--- src/rtl/axi4_lite_traffic_gen.sv ---
// AXI4-Lite initiator issuing pseudo-random write-then-readback pairs from an xorshift64 stream
// and counting readback mismatches.
module axi4_lite_traffic_gen #(
  parameter int unsigned ADDR_WIDTH       = 16,
  parameter int unsigned NUM_TRANSACTIONS = 256,
  parameter logic [63:0] SEED             = 64'd88172645463325252
) (
  input  logic        clk,
  input  logic        reset,
  input  logic        start,
  output logic        busy,
  output logic        done,
  output logic [15:0] error_count,
  output logic        mem_axi_awvalid,
  input  logic        mem_axi_awready,
  output logic [31:0] mem_axi_awaddr,
  output logic [2:0]  mem_axi_awprot,
  output logic        mem_axi_wvalid,
  input  logic        mem_axi_wready,
  output logic [31:0] mem_axi_wdata,
  output logic [3:0]  mem_axi_wstrb,
  input  logic        mem_axi_bvalid,
  output logic        mem_axi_bready,
  output logic        mem_axi_arvalid,
  input  logic        mem_axi_arready,
  output logic [31:0] mem_axi_araddr,
  output logic [2:0]  mem_axi_arprot,
  input  logic        mem_axi_rvalid,
  output logic        mem_axi_rready,
  input  logic [31:0] mem_axi_rdata
);

  localparam logic [63:0] DefaultSeed = 64'd88172645463325252;
  localparam logic [63:0] SeedInit    = (SEED == 64'd0) ? DefaultSeed : SEED;
  // Keep only the word-aligned low ADDR_WIDTH bits.
  localparam logic [31:0] AddrMask    = (32'hFFFF_FFFF >> (32 - ADDR_WIDTH)) & 32'hFFFF_FFFC;

  typedef enum logic [2:0] {
    StIdle, StGen, StDelay, StWrite, StBresp, StRead, StRdata, StDone
  } state_e;

  state_e      state_q, state_d;
  logic [63:0] xs_q, xs_d, xs_next;
  logic [31:0] addr_q, addr_d;
  logic [31:0] data_q, data_d;
  logic [2:0]  delay_q, delay_d;
  logic [31:0] cnt_q, cnt_d;
  logic [15:0] err_q, err_d;
  logic        awvalid_q, awvalid_d;
  logic        wvalid_q, wvalid_d;
  logic        arvalid_q, arvalid_d;

  function automatic logic [63:0] xorshift(input logic [63:0] x);
    logic [63:0] a, b;
    a = x ^ (x << 13);
    b = a ^ (a >> 7);
    return b ^ (b << 17);
  endfunction

  assign xs_next = xorshift(xs_q);

  always_comb begin
    state_d   = state_q;
    xs_d      = xs_q;
    addr_d    = addr_q;
    data_d    = data_q;
    delay_d   = delay_q;
    cnt_d     = cnt_q;
    err_d     = err_q;
    awvalid_d = awvalid_q;
    wvalid_d  = wvalid_q;
    arvalid_d = arvalid_q;
    case (state_q)
      StIdle, StDone: begin
        if (start) begin
          err_d   = '0;
          cnt_d   = '0;
          state_d = StGen;
        end
      end
      StGen: begin
        xs_d    = xs_next;
        addr_d  = xs_next[31:0] & AddrMask;
        data_d  = xs_next[63:32];
        delay_d = xs_next[2:0];
        state_d = StDelay;
      end
      StDelay: begin
        if (delay_q == 3'd0) begin
          awvalid_d = 1'b1;
          wvalid_d  = 1'b1;
          state_d   = StWrite;
        end else begin
          delay_d = delay_q - 3'd1;
        end
      end
      StWrite: begin
        // Each channel retires independently; both may complete in the same cycle.
        awvalid_d = awvalid_q && !mem_axi_awready;
        wvalid_d  = wvalid_q && !mem_axi_wready;
        if (!awvalid_d && !wvalid_d) state_d = StBresp;
      end
      StBresp: begin
        if (mem_axi_bvalid) begin
          arvalid_d = 1'b1;
          state_d   = StRead;
        end
      end
      StRead: begin
        if (mem_axi_arready) begin
          arvalid_d = 1'b0;
          state_d   = StRdata;
        end
      end
      StRdata: begin
        if (mem_axi_rvalid) begin
          if (mem_axi_rdata != data_q && err_q != 16'hFFFF) err_d = err_q + 16'd1;
          cnt_d   = cnt_q + 32'd1;
          state_d = (cnt_d == NUM_TRANSACTIONS) ? StDone : StGen;
        end
      end
      default: state_d = StIdle;
    endcase
  end

  always_ff @(posedge clk or posedge reset) begin
    if (reset) begin
      state_q   <= StIdle;
      xs_q      <= SeedInit;
      addr_q    <= '0;
      data_q    <= '0;
      delay_q   <= '0;
      cnt_q     <= '0;
      err_q     <= '0;
      awvalid_q <= 1'b0;
      wvalid_q  <= 1'b0;
      arvalid_q <= 1'b0;
    end else begin
      state_q   <= state_d;
      xs_q      <= xs_d;
      addr_q    <= addr_d;
      data_q    <= data_d;
      delay_q   <= delay_d;
      cnt_q     <= cnt_d;
      err_q     <= err_d;
      awvalid_q <= awvalid_d;
      wvalid_q  <= wvalid_d;
      arvalid_q <= arvalid_d;
    end
  end

  assign busy            = (state_q != StIdle) && (state_q != StDone);
  assign done            = (state_q == StDone);
  assign error_count     = err_q;
  assign mem_axi_awvalid = awvalid_q;
  assign mem_axi_awaddr  = addr_q;
  assign mem_axi_awprot  = 3'd0;
  assign mem_axi_wvalid  = wvalid_q;
  assign mem_axi_wdata   = data_q;
  assign mem_axi_wstrb   = 4'hF;
  assign mem_axi_bready  = (state_q == StBresp);
  assign mem_axi_arvalid = arvalid_q;
  assign mem_axi_araddr  = addr_q;
  assign mem_axi_arprot  = 3'd0;
  assign mem_axi_rready  = (state_q == StRdata);

endmodule

--- config.mk ---
export PLATFORM = sky130hd
export DESIGN_NAME = axi4_lite_traffic_gen
export DESIGN_NICKNAME = d
export VERILOG_FILES = /design/src/rtl/axi4_lite_traffic_gen.sv
export SDC_FILE = /design/constraint.sdc
export NUM_CORES = 1
export LEC_CHECK = 0
export ABC_CLOCK_PERIOD_IN_PS = 4400
export BUFFER_PORTS_ARGS = -buffer_cell sky130_fd_sc_hd__buf_4
export CORE_MARGIN = 8
export CORE_UTILIZATION = 25
export CTS_BUF_LIST = sky130_fd_sc_hd__clkbuf_8
export CTS_CLUSTER_DIAMETER = 150
export DETAILED_ROUTE_END_ITERATION = 7
export GPL_ROUTABILITY_DRIVEN = 0
export PLACE_DENSITY = 0.49
export REMOVE_ABC_BUFFERS = 1
export SYNTH_ARGS = -nofsm -noshare
export SYNTH_HDL_FRONTEND = slang
export SYNTH_SLANG_ARGS = --single-unit
--- constraint.sdc ---
create_clock -name clk -period 4.4 [get_ports clk]
set_input_delay 0.88 -clock clk [delete_from_list [all_inputs] [get_ports clk]]
set_output_delay 0.88 -clock clk [all_outputs]
set_load 0.1 [all_outputs]
==> key figures <==
Run status
  • Status: complete, no violations

Placement
  • Port-buffer cells: 122
  • Placed Cells: 1605
  • Cell Area, Placed: 0.0103 mm2
  • Dpl hpwl: 18.8 mm

CTS
  • H-tree depth: 4
  • Clk Tree Root Cell: clkbuf_8
  • Clock buffer depth: 2
  • Setup Fix Bufs, Post-CTS: 0
  • Clock Pin Slew Worst Setup and Hold Paths: 90 ps
  • # hold bufs at CTS: 0
  • Clk sinks: 138
  • Num CTS Buffers: 17
  • CTS tree: yes
  • Resized cells post-CTS: 0
  • Clk Latency, worst-skew pair: 460 ps

Critical path
  • RR Endpoint: state_q[1]
  • CP arrival: 3440 ps
  • Crit path max-delay family: simple AND/OR/NAND/NOR gates
  • WP data required: 4780 ps
  • Critical Path End Type: register
  • Kind of critical path: reg2reg
  • R2r setup slk: 1350 ps
  • Cells along the critical path: nand4_4, or4_2, nor3_1, xor2_1, nor4b_2, nand4_1, a211oi_2
  • CP max stage delay: 820 ps
  • R2R depth: 7
  • Critical R2R Launch: cnt_q[2]
  • CP max stage cell: or4_2
  • Startpoint types: register
  • WP buf/inv: 0
  • Critical Path Fanout Max: 9

Route
  • Via density: 4.31
  • Wirelength, routed: 25.4 mm
  • Vias after detailed routing: 7054
  • First drt pass iteration count: 8
  • First-iteration detailed-routing DRC count: 401
  • Average wire per standard cell: 15.5 um
  • Drt drc: 0
  • Detail Route Antenna Nets: 0

Timing
  • Max Slew Vio Count: 0
  • Final Setup Violations: 0
  • Slew HR: 32.9%
  • Worst-Margin Slew: 1010 ps
  • Crit share post-route: 69.4%
  • Crit path time final: 3050 ps
  • Endpoints failing hold: 0
  • Fin Clk Skew: 17.2 ps
  • Setup TNS: 0 ps
  • RSZ-0062 raised after global routing: no
  • F_max: 328 MHz

Yosys
  • Main combinational cell family by area after synthesis: XOR/XNOR gates
  • Sequential element share of the synthesized area: 37.0%
  • Yosys top cell area share: 28.9%
  • Mux share of post-synthesis cell area: 1.05%
  • Top cells by area, synth: dfrtp_1, xnor2_1, xor2_1, dfstp_2, buf_4
  • Ys flop type: dfrtp_1
  • Count of cell types in the netlist: 59
  • Synth Instances: 1071
  • Mapped Area: 0.00943 mm2
  • Asr flop ratio synth: 100%
  • Number of synthesized flops with an enable pin: 0
  • Adder-Cell Fraction of Synth Area: 0.531%
  • Compound-Gate Fraction of Synth Area: 9.62%
  • Seq cells post-synth: 138
  • Yosys warnings: 0
  • Synthesized area per cell: 8.80 um2
  • Post-Synth Simple-Gate Area: 17.5%
  • Post-synthesis xor/xnor area fraction: 23.9%
  • Biggest area consumer among synthesized cells: dfrtp_1

Worst hold path
  • Number of cells on the worst hold path: 1
  • HP Start: delay_q[0]
  • Hold Path Sink: delay_q[0]
  • Hold crit path type: reg2reg

GRT
  • First-pass GRT wire length: 40.6 mm
  • Vias in the first global route: 6969
  • Initial antenna violation count: 1
  • GRT Util Overall: 11.5%
  • Gr ovfl total: 0
  • Largest net degree at the start of global routing: 86

Floorplanning
  • Die height: 210 um
  • Die Wd: 210 um
  • Die area: 0.0442 mm2
  • Row count: 71
  • Core area: 0.0374 mm2
  • Initial Util: 25.2%
  • Num ports: 169

Finish
  • Layout cells sized above 1: 18.4%
  • Fin area: 0.0107 mm2
  • Diode count: 0
  • Layout Area Growth over Synthesis: 13.2%
  • Final std cells w/o fill: 1637
  • Final net count: 1157

Job
  • Max Cap Violations: 0
==> worst max-delay path by stage <==
stage | startpoint | to | slack (ps) | cells after the start
floorplan | reset | cnt_q[0] | -130 | 1
global placement | mem_axi_rdata[5] | error_count[15] | 1050 | 8
detailed placement | mem_axi_rdata[5] | error_count[13] | 1080 | 8
CTS | cnt_q[2] | state_q[1] | 1330 | 7
global route | cnt_q[2] | state_q[1] | 1130 | 7
finish | cnt_q[2] | state_q[1] | 1350 | 7
==> through the flow <==
stage | hold slack (ps) | worst slack (ps) | utilization [%]
final | 487 | 1350 | 28.5
after global routing | 510 | 1130 | 28.5
after CTS | 487 | 1330 | 28.5
after detailed placement | 469 | 1080 | 27.6
after global placement | 459 | 1050 | 27.6
after floorplan | 437 | -128 | -
==> worst reg2reg max path, cell delays in order (launching register included) <==
cell and delay, ps:
dfrtp_1 550, nand4_4 220, or4_2 820, nor3_1 520
xor2_1 160, nor4b_2 240, nand4_1 200, a211oi_2 250
==> cells by family after synthesis <==
logic type               count (synthesis)
AO/OA/AOI/OAI                          150
other                                    2
XOR/XNOR                               257
flip-flops                             138
adder cells (fa/ha/maj)                  4
AND/OR/NAND/NOR                        344
multiplexers                             9
buffers and inverters                  167
==> routing by layer <==
layer / vias to the layer above / global-route usage (%) / share of wire (%)
li1: 3522 / - / -
met1: 3374 / 16.3 / 49
met2: 139 / 17.7 / 46
met3: 17 / 2.27 / 4.3
met4: 2 / 2.84 / 0.82
met5: - / 0 / 0.051
==> state kept, by name (all words and copies together), names as in the netlist <==
register	count
state_q	3
cnt_q	32
mem_axi_wdata	10
delay_q	3
mem_axi_wvalid	1
xs_q	64
mem_axi_araddr	7
mem_axi_awvalid	1
error_count	16
mem_axi_arvalid	1
==> Yosys cell counts, drive strengths merged, types with 5 or more instances <==
library cell	instances
clkbuf	52
a31oi	12
xnor2	164
or3	14
nand2	123
xor2	93
dfrtp	109
mux2i	5
o21ai	71
and3	12
nand3	19
and2	6
a21oi	28
dfstp	29
nor2	90
o31ai	9
buf	99
nor3	13
nand4	25
inv	15
nor4	18
==> final cells by class <==
type                    count  area [um2]
multi-input cells         810        5140
fillers                  3956       26700
inverters                  16        65.1
well taps                 511         639
repair buffers            130         988
clock buffers              18         248
clock inverters            14         103
flip-flops and latches    138        3490
==> cell usage in the layout (no fill, tap or decap), types with 14 or more instances in the layout <==
cell type,n
nor4_1,16
or3_1,14
dfrtp_1,109
conb_1,46
inv_1,17
xnor2_1,164
nor2_1,89
nand2_1,122
clkbuf_8,18
dfstp_2,29
buf_4,129
a21oi_1,28
xor2_1,93
nand4_1,24
o21ai_0,70
nand3_1,19
Power is not shown: default switching activity piles up to over one toggle a cycle in this logic, so the estimate is an artifact.
